`config.mk`:
```
export PLATFORM = sky130hd
export DESIGN_NAME = lc3_regfile_flat
export DESIGN_NICKNAME = d
export VERILOG_FILES = /design/src/rtl/lc3_pkg.sv /design/src/rtl/lc3_regfile_if.sv /design/src/rtl/regfile_dump_fsm.sv /design/src/rtl/lc3_regfile.sv /design/src/flat_wrapper.sv
export SDC_FILE = /design/constraint.sdc
export NUM_CORES = 1
export LEC_CHECK = 0
export BUFFER_PORTS_ARGS = -buffer_cell sky130_fd_sc_hd__buf_2
export CORE_UTILIZATION = 46
export CTS_CLUSTER_DIAMETER = 60
export DETAILED_ROUTE_END_ITERATION = 10
export GPL_TIMING_DRIVEN = 0
export SLEW_MARGIN = 30
export SYNTH_ARGS = -nofsm -noshare
export SYNTH_HDL_FRONTEND = slang
export SYNTH_SLANG_ARGS = --single-unit
```
`constraint.sdc`:
```
create_clock -name Clk -period 7.3 [get_ports Clk]
set_input_delay 1.095 -clock Clk [delete_from_list [all_inputs] [get_ports Clk]]
set_output_delay 1.095 -clock Clk [all_outputs]
set_load 0.05 [all_outputs]
```
`src/rtl/lc3_pkg.sv`:
```
// rtl/lc3_pkg.sv - shared widths, index type and dump-engine state encoding for lc3_regfile
package lc3_pkg;

    localparam int REG_W    = 16;
    localparam int NUM_REGS = 8;

    typedef logic [2:0] reg_idx_t;

    typedef enum logic [1:0] {
        IDLE,
        LOAD,
        HOLD,
        DONE
    } dump_state_t;

endpackage

```
`src/rtl/lc3_regfile_if.sv`:
```
// rtl/lc3_regfile_if.sv - register-file access and dump-port bundle; slave side is the register file
interface lc3_regfile_if
    import lc3_pkg::*;
#(
    parameter int WIDTH = REG_W
);

    logic             LD_REG;
    reg_idx_t         DR;
    logic [WIDTH-1:0] Din;
    reg_idx_t         SR1;
    reg_idx_t         SR2;
    logic [WIDTH-1:0] SR1_Out;
    logic [WIDTH-1:0] SR2_Out;
    logic             Dump_Start;
    logic             Dump_Busy;
    logic             Dump_Valid;
    reg_idx_t         Dump_Idx;
    logic [WIDTH-1:0] Dump_Data;
    logic             Dump_Done;

    modport slave (
        input  LD_REG, DR, Din, SR1, SR2, Dump_Start,
        output SR1_Out, SR2_Out, Dump_Busy, Dump_Valid, Dump_Idx, Dump_Data, Dump_Done
    );

    modport master (
        output LD_REG, DR, Din, SR1, SR2, Dump_Start,
        input  SR1_Out, SR2_Out, Dump_Busy, Dump_Valid, Dump_Idx, Dump_Data, Dump_Done
    );

endinterface

```
`src/rtl/regfile_dump_fsm.sv`:
```
// rtl/regfile_dump_fsm.sv - sequences R0..R7 onto the dump port, each held DUMP_HOLD cycles
module regfile_dump_fsm
    import lc3_pkg::*;
#(
    parameter int DUMP_HOLD = 1
) (
    input  logic     clk,
    input  logic     reset,
    input  logic     start,
    output reg_idx_t sel,
    output logic     load,
    output logic     busy,
    output logic     valid,
    output logic     done,
    output reg_idx_t dump_idx
);

    localparam logic [15:0] HOLD_RELOAD = 16'(DUMP_HOLD - 1);

    dump_state_t state_q, state_d;
    reg_idx_t    idx_q, idx_d;
    reg_idx_t    didx_q, didx_d;
    logic [15:0] cnt_q, cnt_d;

    always_ff @(posedge clk) begin
        if (reset) begin
            state_q <= IDLE;
            idx_q   <= '0;
            didx_q  <= '0;
            cnt_q   <= '0;
        end else begin
            state_q <= state_d;
            idx_q   <= idx_d;
            didx_q  <= didx_d;
            cnt_q   <= cnt_d;
        end
    end

    always_comb begin
        state_d = state_q;
        idx_d   = idx_q;
        didx_d  = didx_q;
        cnt_d   = cnt_q;
        case (state_q)
            IDLE: begin
                if (start) begin
                    state_d = LOAD;
                    idx_d   = '0;
                end
            end
            LOAD: begin
                didx_d  = idx_q;
                cnt_d   = HOLD_RELOAD;
                state_d = HOLD;
            end
            HOLD: begin
                if (cnt_q != 16'd0) begin
                    cnt_d = cnt_q - 16'd1;
                end else if (idx_q == 3'd7) begin
                    state_d = DONE;
                end else begin
                    idx_d   = idx_q + 3'd1;
                    state_d = LOAD;
                end
            end
            DONE: begin
                state_d = IDLE;
            end
            default: begin
                state_d = IDLE;
            end
        endcase
    end

    // The top captures the snapshot on the edge that leaves LOAD, so writes on that edge are missed.
    assign sel      = idx_q;
    assign load     = (state_q == LOAD);
    assign busy     = (state_q != IDLE);
    assign valid    = (state_q == HOLD);
    assign done     = (state_q == DONE);
    assign dump_idx = didx_q;

endmodule

```
`src/rtl/lc3_regfile.sv`:
```
// rtl/lc3_regfile.sv - 8x16 SLC-3 register file with two async read ports and a registered dump port
// Optional write-through forwarding on the read ports: REGFILE_BYPASS_EN.
module lc3_regfile
    import lc3_pkg::*;
#(
    parameter int WIDTH     = REG_W,
    parameter int DUMP_HOLD = 1
) (
    input  logic          Clk,
    input  logic          Reset,
    lc3_regfile_if.slave  bus
);

    logic [WIDTH-1:0] regs [NUM_REGS];
    logic [WIDTH-1:0] stored1;
    logic [WIDTH-1:0] stored2;
    logic [WIDTH-1:0] dump_data_q;
    reg_idx_t         dump_sel;
    logic             dump_load;
    reg_idx_t         dump_idx;
    logic             dump_busy;
    logic             dump_valid;
    logic             dump_done;

    always_ff @(posedge Clk) begin
        if (Reset) begin
            for (int i = 0; i < NUM_REGS; i++) begin
                regs[i] <= '0;
            end
        end else if (bus.LD_REG) begin
            regs[bus.DR] <= bus.Din;
        end
    end

    assign stored1 = regs[bus.SR1];
    assign stored2 = regs[bus.SR2];

`ifdef REGFILE_BYPASS_EN
    assign bus.SR1_Out = (bus.LD_REG && (bus.SR1 == bus.DR)) ? bus.Din : stored1;
    assign bus.SR2_Out = (bus.LD_REG && (bus.SR2 == bus.DR)) ? bus.Din : stored2;
`else
    assign bus.SR1_Out = stored1;
    assign bus.SR2_Out = stored2;
`endif

    regfile_dump_fsm #(
        .DUMP_HOLD (DUMP_HOLD)
    ) u_dump_fsm (
        .clk      (Clk),
        .reset    (Reset),
        .start    (bus.Dump_Start),
        .sel      (dump_sel),
        .load     (dump_load),
        .busy     (dump_busy),
        .valid    (dump_valid),
        .done     (dump_done),
        .dump_idx (dump_idx)
    );

    // Snapshot reads the stored array directly so forwarding never leaks into the dump.
    always_ff @(posedge Clk) begin
        if (Reset) begin
            dump_data_q <= '0;
        end else if (dump_load) begin
            dump_data_q <= regs[dump_sel];
        end
    end

    assign bus.Dump_Busy  = dump_busy;
    assign bus.Dump_Valid = dump_valid;
    assign bus.Dump_Idx   = dump_idx;
    assign bus.Dump_Data  = dump_data_q;
    assign bus.Dump_Done  = dump_done;

endmodule
```
`src/flat_wrapper.sv`:
```
// flat-port wrapper written by rule: the top's interface ports become plain ports
module lc3_regfile_flat import lc3_pkg::*;
#(
    parameter int WIDTH     = REG_W,
    parameter int DUMP_HOLD = 1
)
  (Clk, Reset, bus_LD_REG, bus_DR, bus_Din, bus_SR1, bus_SR2, bus_Dump_Start, bus_SR1_Out, bus_SR2_Out, bus_Dump_Busy, bus_Dump_Valid, bus_Dump_Idx, bus_Dump_Data, bus_Dump_Done);
  lc3_regfile_if #(.WIDTH(WIDTH)) bus_i ();
  input  logic Clk;
  input  logic Reset;
  input wire logic [$bits(bus_i.LD_REG)-1:0] bus_LD_REG;
  input wire logic [$bits(bus_i.DR)-1:0] bus_DR;
  input wire logic [$bits(bus_i.Din)-1:0] bus_Din;
  input wire logic [$bits(bus_i.SR1)-1:0] bus_SR1;
  input wire logic [$bits(bus_i.SR2)-1:0] bus_SR2;
  input wire logic [$bits(bus_i.Dump_Start)-1:0] bus_Dump_Start;
  output wire logic [$bits(bus_i.SR1_Out)-1:0] bus_SR1_Out;
  output wire logic [$bits(bus_i.SR2_Out)-1:0] bus_SR2_Out;
  output wire logic [$bits(bus_i.Dump_Busy)-1:0] bus_Dump_Busy;
  output wire logic [$bits(bus_i.Dump_Valid)-1:0] bus_Dump_Valid;
  output wire logic [$bits(bus_i.Dump_Idx)-1:0] bus_Dump_Idx;
  output wire logic [$bits(bus_i.Dump_Data)-1:0] bus_Dump_Data;
  output wire logic [$bits(bus_i.Dump_Done)-1:0] bus_Dump_Done;
  assign bus_i.LD_REG = bus_LD_REG;
  assign bus_i.DR = bus_DR;
  assign bus_i.Din = bus_Din;
  assign bus_i.SR1 = bus_SR1;
  assign bus_i.SR2 = bus_SR2;
  assign bus_i.Dump_Start = bus_Dump_Start;
  assign bus_SR1_Out = bus_i.SR1_Out;
  assign bus_SR2_Out = bus_i.SR2_Out;
  assign bus_Dump_Busy = bus_i.Dump_Busy;
  assign bus_Dump_Valid = bus_i.Dump_Valid;
  assign bus_Dump_Idx = bus_i.Dump_Idx;
  assign bus_Dump_Data = bus_i.Dump_Data;
  assign bus_Dump_Done = bus_i.Dump_Done;
  lc3_regfile #(.WIDTH(WIDTH), .DUMP_HOLD(DUMP_HOLD)) u_core (.Clk(Clk), .Reset(Reset), .bus(bus_i));
endmodule
```
==> impl_metrics.env, run 1 <==
export IMPL_synth_cell_type_count=49
export IMPL_tightest_slew_ns=0.986
export IMPL_p_leak_nw=3.84
export IMPL_track_usage=0.265
export IMPL_drc=0
export IMPL_power_frac_comb=0.181
export IMPL_clock_latency_ns=0.43
export IMPL_hold_class="reg -> reg"
export IMPL_p_seq_frac=0.447
export IMPL_p_per_area_nw_per_um2=231
export IMPL_synth_flop_cell="edfxtp_1"
export IMPL_grt_pass1_wl_um=40200
export IMPL_detail_route_wl_per_cell_um=25.9
export IMPL_clock_root_buffer="clkbuf_16"
export IMPL_htreeDepth=4
export IMPL_cts_inserted_buffers=17
export IMPL_yosysWarnings=0
export IMPL_die_w_um=145
export IMPL_antenna_cells=0
export IMPL_slew_headroom=0.343
export IMPL_path_max_fanout=10
export IMPL_drt_iter0_markers=604
export IMPL_ant_nets=0
export IMPL_num_rows=51
export IMPL_startpoint_type="input port"
export IMPL_p_sw_frac=0.276
export IMPL_cts_buffer_depth=2
export IMPL_ys_ff_latch=168
export IMPL_cts_resized=0
export IMPL_skew_ns=0.00989
export IMPL_syn_area_per_cell_um2=14.2
export IMPL_postCtsSetupBuffers=0
export IMPL_async_flop_share=0
export IMPL_drv_slew=0
export IMPL_clockPowerShare=0.372
export IMPL_syn_num_nets=695
export IMPL_grt_max_degree=17
export IMPL_vias=6490
export IMPL_dieArea_um2=21000
export IMPL_grt_overflow=0
export IMPL_io_pins=83
export IMPL_finalCriticalPeriod_ns=4.14
export IMPL_path_clk_slew_ns=0.06
export IMPL_core_um2=19700
export IMPL_netlist_area_um2=9400
export IMPL_dp_hpwl_um=18900
export IMPL_vias_per_cell=6.22
export IMPL_synth_edff_count=128
export IMPL_final_net_count=798
export IMPL_drt_pass1_iter_count=5
export IMPL_worstPathRequired_ns=6.20
export IMPL_cp_end_kind="output port"
export IMPL_grt_pass1_vias=6506
export IMPL_rsz0062_at_grt="false"
export IMPL_antenna_found_initial=0
export IMPL_hold_viol_final=0
export IMPL_drv_cap=0
export IMPL_cts_tree="built"
export IMPL_setup_violations=0
export IMPL_finish_utilization=0.553
export IMPL_finalPower_w=0.00252
export IMPL_start_util=0.476
export IMPL_drive_above_1_share=0.358
export IMPL_fp_dieH_um=145
export IMPL_ys_seq_area_frac=0.494
export IMPL_drt_wl_total_um=27100
export IMPL_switching_power_w=0.000696
export IMPL_tns_ns=0
export IMPL_p_int_w=0.00182
export IMPL_hold_buffers=0
export IMPL_peakVddDrop_uv=163
export IMPL_cp_arrival_ns=3.04
export IMPL_path_class="in -> out"
export IMPL_period_share=0.567
export IMPL_cts_sinks=168
export IMPL_portBuffers=77
export IMPL_gp_congestion=0.834
export IMPL_fmax_mhz=242
export IMPL_syn_to_final_growth_pct=16.1
export IMPL_postSynthCellCount=663
export IMPL_outcome="finished, final reports clean"
export IMPL_rrSetupSlack_ns=4.72
## synth_stat cells (5+ instances only)
master,number,area share
edfxtp_1,128,0.41
a21oi_1,28,0.015
o211ai_1,5,0.0040
dfxtp_1,40,0.085
nor3_1,9,0.0048
and3_1,7,0.0047
o21ai_0,25,0.013
and2_1,129,0.086
mux2_2,40,0.048
mux4_2,96,0.23
clkbuf_1,34,0.014
nor2_1,19,0.0076
nand2b_1,6,0.0040
buf_2,10,0.0053
nand2_1,16,0.0064
mux2i_1,18,0.019
## worst max-delay path: stages
cell and delay [ns]:
buf_1 0.51, clkbuf_1 0.76, mux2_2 0.45, buf_2 0.22
## stage by stage
stage | area (µm²) | hold slack, ns | std cells | worst slack (ns)
final | 10900 | 0.465 | 1044 | 3.16
after global routing | 10900 | 0.497 | 1044 | 3.13
after CTS | 10900 | 0.474 | 1043 | 3.22
after detailed placement | 10300 | 0.459 | 1011 | 3.21
after global placement | 10100 | 0.453 | 1005 | 2.41
after floorplan | 9400 | 0.449 | 663 | 3.68
## cell type report
cell class / instances / area (µm²)
buffer: 49 / 209
clock buffer: 25 / 526
clock inverter: 7 / 86.3
fill: 1639 / 8810
inverter: 4 / 15.0
multi-input combinational: 442 / 4600
sequential: 168 / 4640
tap: 265 / 332
timing repair buffer: 84 / 499
## worst paths after layout
path,start,to,depth (start not counted)
worst min-delay path,u_core.u_dump_fsm.dump_idx[0]$_SDFFE_PP0P_,u_core.u_dump_fsm.dump_idx[0]$_SDFFE_PP0P_,2
worst max register to register,u_core.u_dump_fsm.sel[0]$_SDFFE_PP0P_,u_core.bus.Dump_Data[15]$_SDFFE_PP0P_,5
worst max-delay path,bus_SR1[2],bus_SR1_Out[7],4
worst min register to register,u_core.u_dump_fsm.dump_idx[0]$_SDFFE_PP0P_,u_core.u_dump_fsm.dump_idx[0]$_SDFFE_PP0P_,2
## logic make-up after synthesis
| group | share of synthesized area |
|---|---|
| adder cells (fa/ha/maj) | 0.00400 |
| flip-flops | 0.494 |
| AO/OA/AOI/OAI | 0.0435 |
| AND/OR/NAND/NOR | 0.137 |
| multiplexers | 0.297 |
| buffers and inverters | 0.0238 |
## cell usage in the layout (no fill, tap or decap), drive strengths merged, types with 2 or more instances in the layout
| cell type | n |
|---|---|
| ha | 3 |
| mux2 | 40 |
| mux2i | 18 |
| edfxtp | 128 |
| and2 | 129 |
| inv | 5 |
| or4 | 4 |
| o211ai | 5 |
| clkinv | 4 |
| o2111ai | 2 |
| nor4 | 2 |
| nor2b | 2 |
| o21ai | 25 |
| nor2 | 19 |
| nor3 | 10 |
| or2 | 4 |
| nand2b | 6 |
| buf | 98 |
| o41ai | 3 |
| nand4 | 4 |
| or3 | 4 |
| a21oi | 28 |
| and3 | 7 |
| dfxtp | 40 |
| clkbuf | 59 |
| bufinv | 2 |
| o311ai | 2 |
| mux4 | 96 |
| a211oi | 2 |
| nand2 | 16 |
## registers in the layout, indices dropped and copies added, names as in the netlist
name,flops
u_core.bus.Dump_Data,16
u_core.u_dump_fsm.cnt_q,16
u_core.u_dump_fsm.sel,3
u_core.u_dump_fsm.state_q,2
u_core.regs,128
u_core.u_dump_fsm.dump_idx,3
## per-layer routing
layer	GRT usage	part of all wire	vias up
li1	-	-	2805
met3	0.0519	0.075	52
met1	0.343	0.40	3319
met5	0	0	-
met4	0.0851	0.024	0
met2	0.446	0.50	314
## power groups by stage
stage	combinational (W)	sequential [W]	clock, W
6_report	0.000455	0.00113	0.000937
3_5_place_dp	0.000455	0.00115	0
3_3_place_gp	0.000439	0.00114	0
2_1_floorplan	0.000294	0.00117	0
5_1_grt	0.000476	0.00113	0.000975
4_1_cts	0.000457	0.00112	0.000941
No activity file was read; power rests on OpenSTA's default activity.
==> run 2, diff against run 1 <==
--- a/config.mk
+++ b/config.mk
@@ -10,6 +10,7 @@
 export CTS_CLUSTER_DIAMETER = 60
 export DETAILED_ROUTE_END_ITERATION = 10
 export GPL_TIMING_DRIVEN = 0
+export PLACE_DENSITY = 0.67
 export SLEW_MARGIN = 30
 export SYNTH_ARGS = -nofsm -noshare
 export SYNTH_HDL_FRONTEND = slang
==> constraint.sdc (replaced) <==
create_clock -name Clk -period 3.8 [get_ports Clk]
set_input_delay 0.57 -clock Clk [delete_from_list [all_inputs] [get_ports Clk]]
set_output_delay 0.57 -clock Clk [all_outputs]
set_load 0.05 [all_outputs]
==> run 2 against run 1 <==
Compared with the run above:
- largest power group unchanged
- via count rose by 0.26%
- critical path depth did not move
- first-iteration DRC count rose by 13%
==> impl_metrics.env, run 2 (same netlist as run 1, synthesis figures left out) <==
export IMPL_outcome="finished, final reports clean"
export IMPL_path_class="in -> out"
export IMPL_drv_slew=0
export IMPL_largest_reg_flops=128
export IMPL_postCtsSetupBuffers=0
export IMPL_worstPathRequired_ns=3.23
export IMPL_period_share=0.795
export IMPL_slew_headroom=0.345
export IMPL_drt_pass1_iter_count=7
export IMPL_hold_class="reg -> reg"
export IMPL_antenna_found_initial=1
export IMPL_peakVddDrop_uv=288
export IMPL_vias=6507
export IMPL_skew_ns=0.0140
export IMPL_finalCriticalPeriod_ns=3.02
export IMPL_setup_violations=0
export IMPL_die_w_um=145
export IMPL_cts_buffer_depth=2
export IMPL_drive_above_1_share=0.361
export IMPL_track_usage=0.260
export IMPL_r2r_cells=5
export IMPL_tightest_slew_ns=0.982
export IMPL_switching_power_w=0.00134
export IMPL_hold_viol_final=0
export IMPL_clockPowerShare=0.348
export IMPL_grt_overflow=0
export IMPL_dp_hpwl_um=18300
export IMPL_drt_iter0_markers=682
export IMPL_final_common_cell="and2_1"
export IMPL_cts_inserted_buffers=17
export IMPL_fmax_mhz=331
export IMPL_hold_end="u_core.u_dump_fsm.dump_idx[1]$_SDFFE_PP0P_"
export IMPL_drc=0
export IMPL_rsz0062_at_grt="false"
export IMPL_dieArea_um2=21000
export IMPL_r2r_end="u_core.bus.Dump_Data[12]$_SDFFE_PP0P_"
export IMPL_rrSetupSlack_ns=1.23
export IMPL_p_per_area_nw_per_um2=430
export IMPL_r2r_start="u_core.u_dump_fsm.sel[1]$_SDFFE_PP0P_"
export IMPL_cp_arrival_ns=2.45
export IMPL_htreeDepth=4
export IMPL_cts_resized=0
export IMPL_startpoint_type="input port"
export IMPL_p_int_w=0.00333
export IMPL_p_leak_nw=3.81
export IMPL_clock_latency_ns=0.44
export IMPL_io_pins=83
export IMPL_slowest_stage="clkbuf_1"
export IMPL_antenna_cells=0
export IMPL_power_frac_comb=0.188
export IMPL_p_seq_frac=0.464
export IMPL_start_util=0.476
export IMPL_final_net_count=797
export IMPL_path_max_fanout=10
export IMPL_gp_congestion=0.879
export IMPL_syn_to_final_growth_pct=15.5
export IMPL_p_sw_frac=0.287
export IMPL_most_common_layout_cells="and2_1 (129), edfxtp_1 (128), mux4_2 (96), buf_2 (87)"
export IMPL_grt_pass1_wl_um=39800
export IMPL_finalPower_w=0.00467
export IMPL_num_rows=51
export IMPL_drv_cap=0
export IMPL_top_register="u_core.regs"
export IMPL_cp_end_kind="output port"
export IMPL_grt_max_degree=17
export IMPL_cpPeakStageDelay_ns=0.79
export IMPL_hold_buffers=0
export IMPL_path_cells="buf_1, clkbuf_1, mux2_2, buf_2"
export IMPL_layout_cells_non_filler=1043
export IMPL_fp_dieH_um=145
export IMPL_hp_start="u_core.u_dump_fsm.dump_idx[1]$_SDFFE_PP0P_"
export IMPL_clock_root_buffer="clkbuf_16"
export IMPL_path_clk_slew_ns=0.06
export IMPL_worst_path_buf_inv=3
export IMPL_vias_per_cell=6.24
export IMPL_cts_sinks=168
export IMPL_portBuffers=77
export IMPL_dp_cells=1011
export IMPL_hold_depth=2
export IMPL_detail_route_wl_per_cell_um=25.4
export IMPL_grt_pass1_vias=6660
export IMPL_core_um2=19700
export IMPL_drt_wl_total_um=26500
export IMPL_ant_nets=0
export IMPL_crit_family="buffers and inverters"
export IMPL_cts_tree="built"
==> run 2: cell types whose count changed in the layout (fill, tap and decap cells not counted), sizes merged <==
cell and delta:
clkbuf +1, bufinv -2, buf -1, clkinv +1
==> run 2: worst register-to-register path: stages (launching register included) <==
cell      delay [ns]
dfxtp_1         0.34
clkbuf_1        0.39
clkbuf_1        0.76
mux4_2          0.42
mux2i_1         0.40
a21oi_1         0.13
==> run 2: worst max path at each step <==
| stage | start | endpoint | slack, ns | cells after the start |
|---|---|---|---|---|
| 3_5_place_dp | Reset | u_core.regs[1][12]$_SDFFCE_PN0P_ | 0.55 | 5 |
| 6_report | bus_SR1[2] | bus_SR1_Out[7] | 0.78 | 4 |
| 2_1_floorplan | Reset | u_core.regs[2][0]$_SDFFCE_PN0P_ | 1.18 | 4 |
| 4_1_cts | bus_SR2[0] | bus_SR2_Out[14] | 0.80 | 5 |
| 5_1_grt | bus_SR1[0] | bus_SR1_Out[7] | 0.72 | 5 |
| 3_3_place_gp | Reset | u_core.regs[7][9]$_SDFFCE_PN0P_ | -0.37 | 4 |
==> run 2: power by group through the flow <==
stage / Sequential (W) / Clock, W / Combinational [W]
after global placement: 0.00219 / 0 / 0.000839
after detailed placement: 0.00220 / 0 / 0.000877
after floorplan: 0.00224 / 0 / 0.000564
final: 0.00217 / 0.00163 / 0.000878
after global routing: 0.00218 / 0.00171 / 0.000916
after CTS: 0.00216 / 0.00163 / 0.000880
==> run 2: layer usage <==
layer	vias up	GRT usage	share of wire
met5	-	0	0.00041
met4	2	0.0984	0.026
met3	57	0.0535	0.086
met2	353	0.437	0.50
met1	3293	0.331	0.38
li1	2802	-	-
==> run 2: cell type report <==
| class | count | area (µm²) |
|---|---|---|
| Fill cell | 1625 | 8870 |
| Clock buffer | 26 | 505 |
| Clock inverter | 6 | 38.8 |
| Multi-Input combinational cell | 442 | 4600 |
| Buffer | 49 | 210 |
| Inverter | 4 | 15.0 |
| Tap cell | 265 | 332 |
| Timing Repair Buffer | 83 | 500 |
| Sequential cell | 168 | 4640 |
==> run 2: per-stage QoR <==
step	setup slack [ns]	util	area, µm²	setup TNS (ns)	hold slack, ns
2_1_floorplan	1.18	-	9400	0	0.449
3_3_place_gp	-0.366	0.513	10100	-19.76	0.448
3_5_place_dp	0.551	0.522	10300	0	0.450
4_1_cts	0.804	0.550	10800	0	0.459
5_1_grt	0.724	0.550	10900	0	0.477
6_report	0.779	0.550	10900	0	0.459
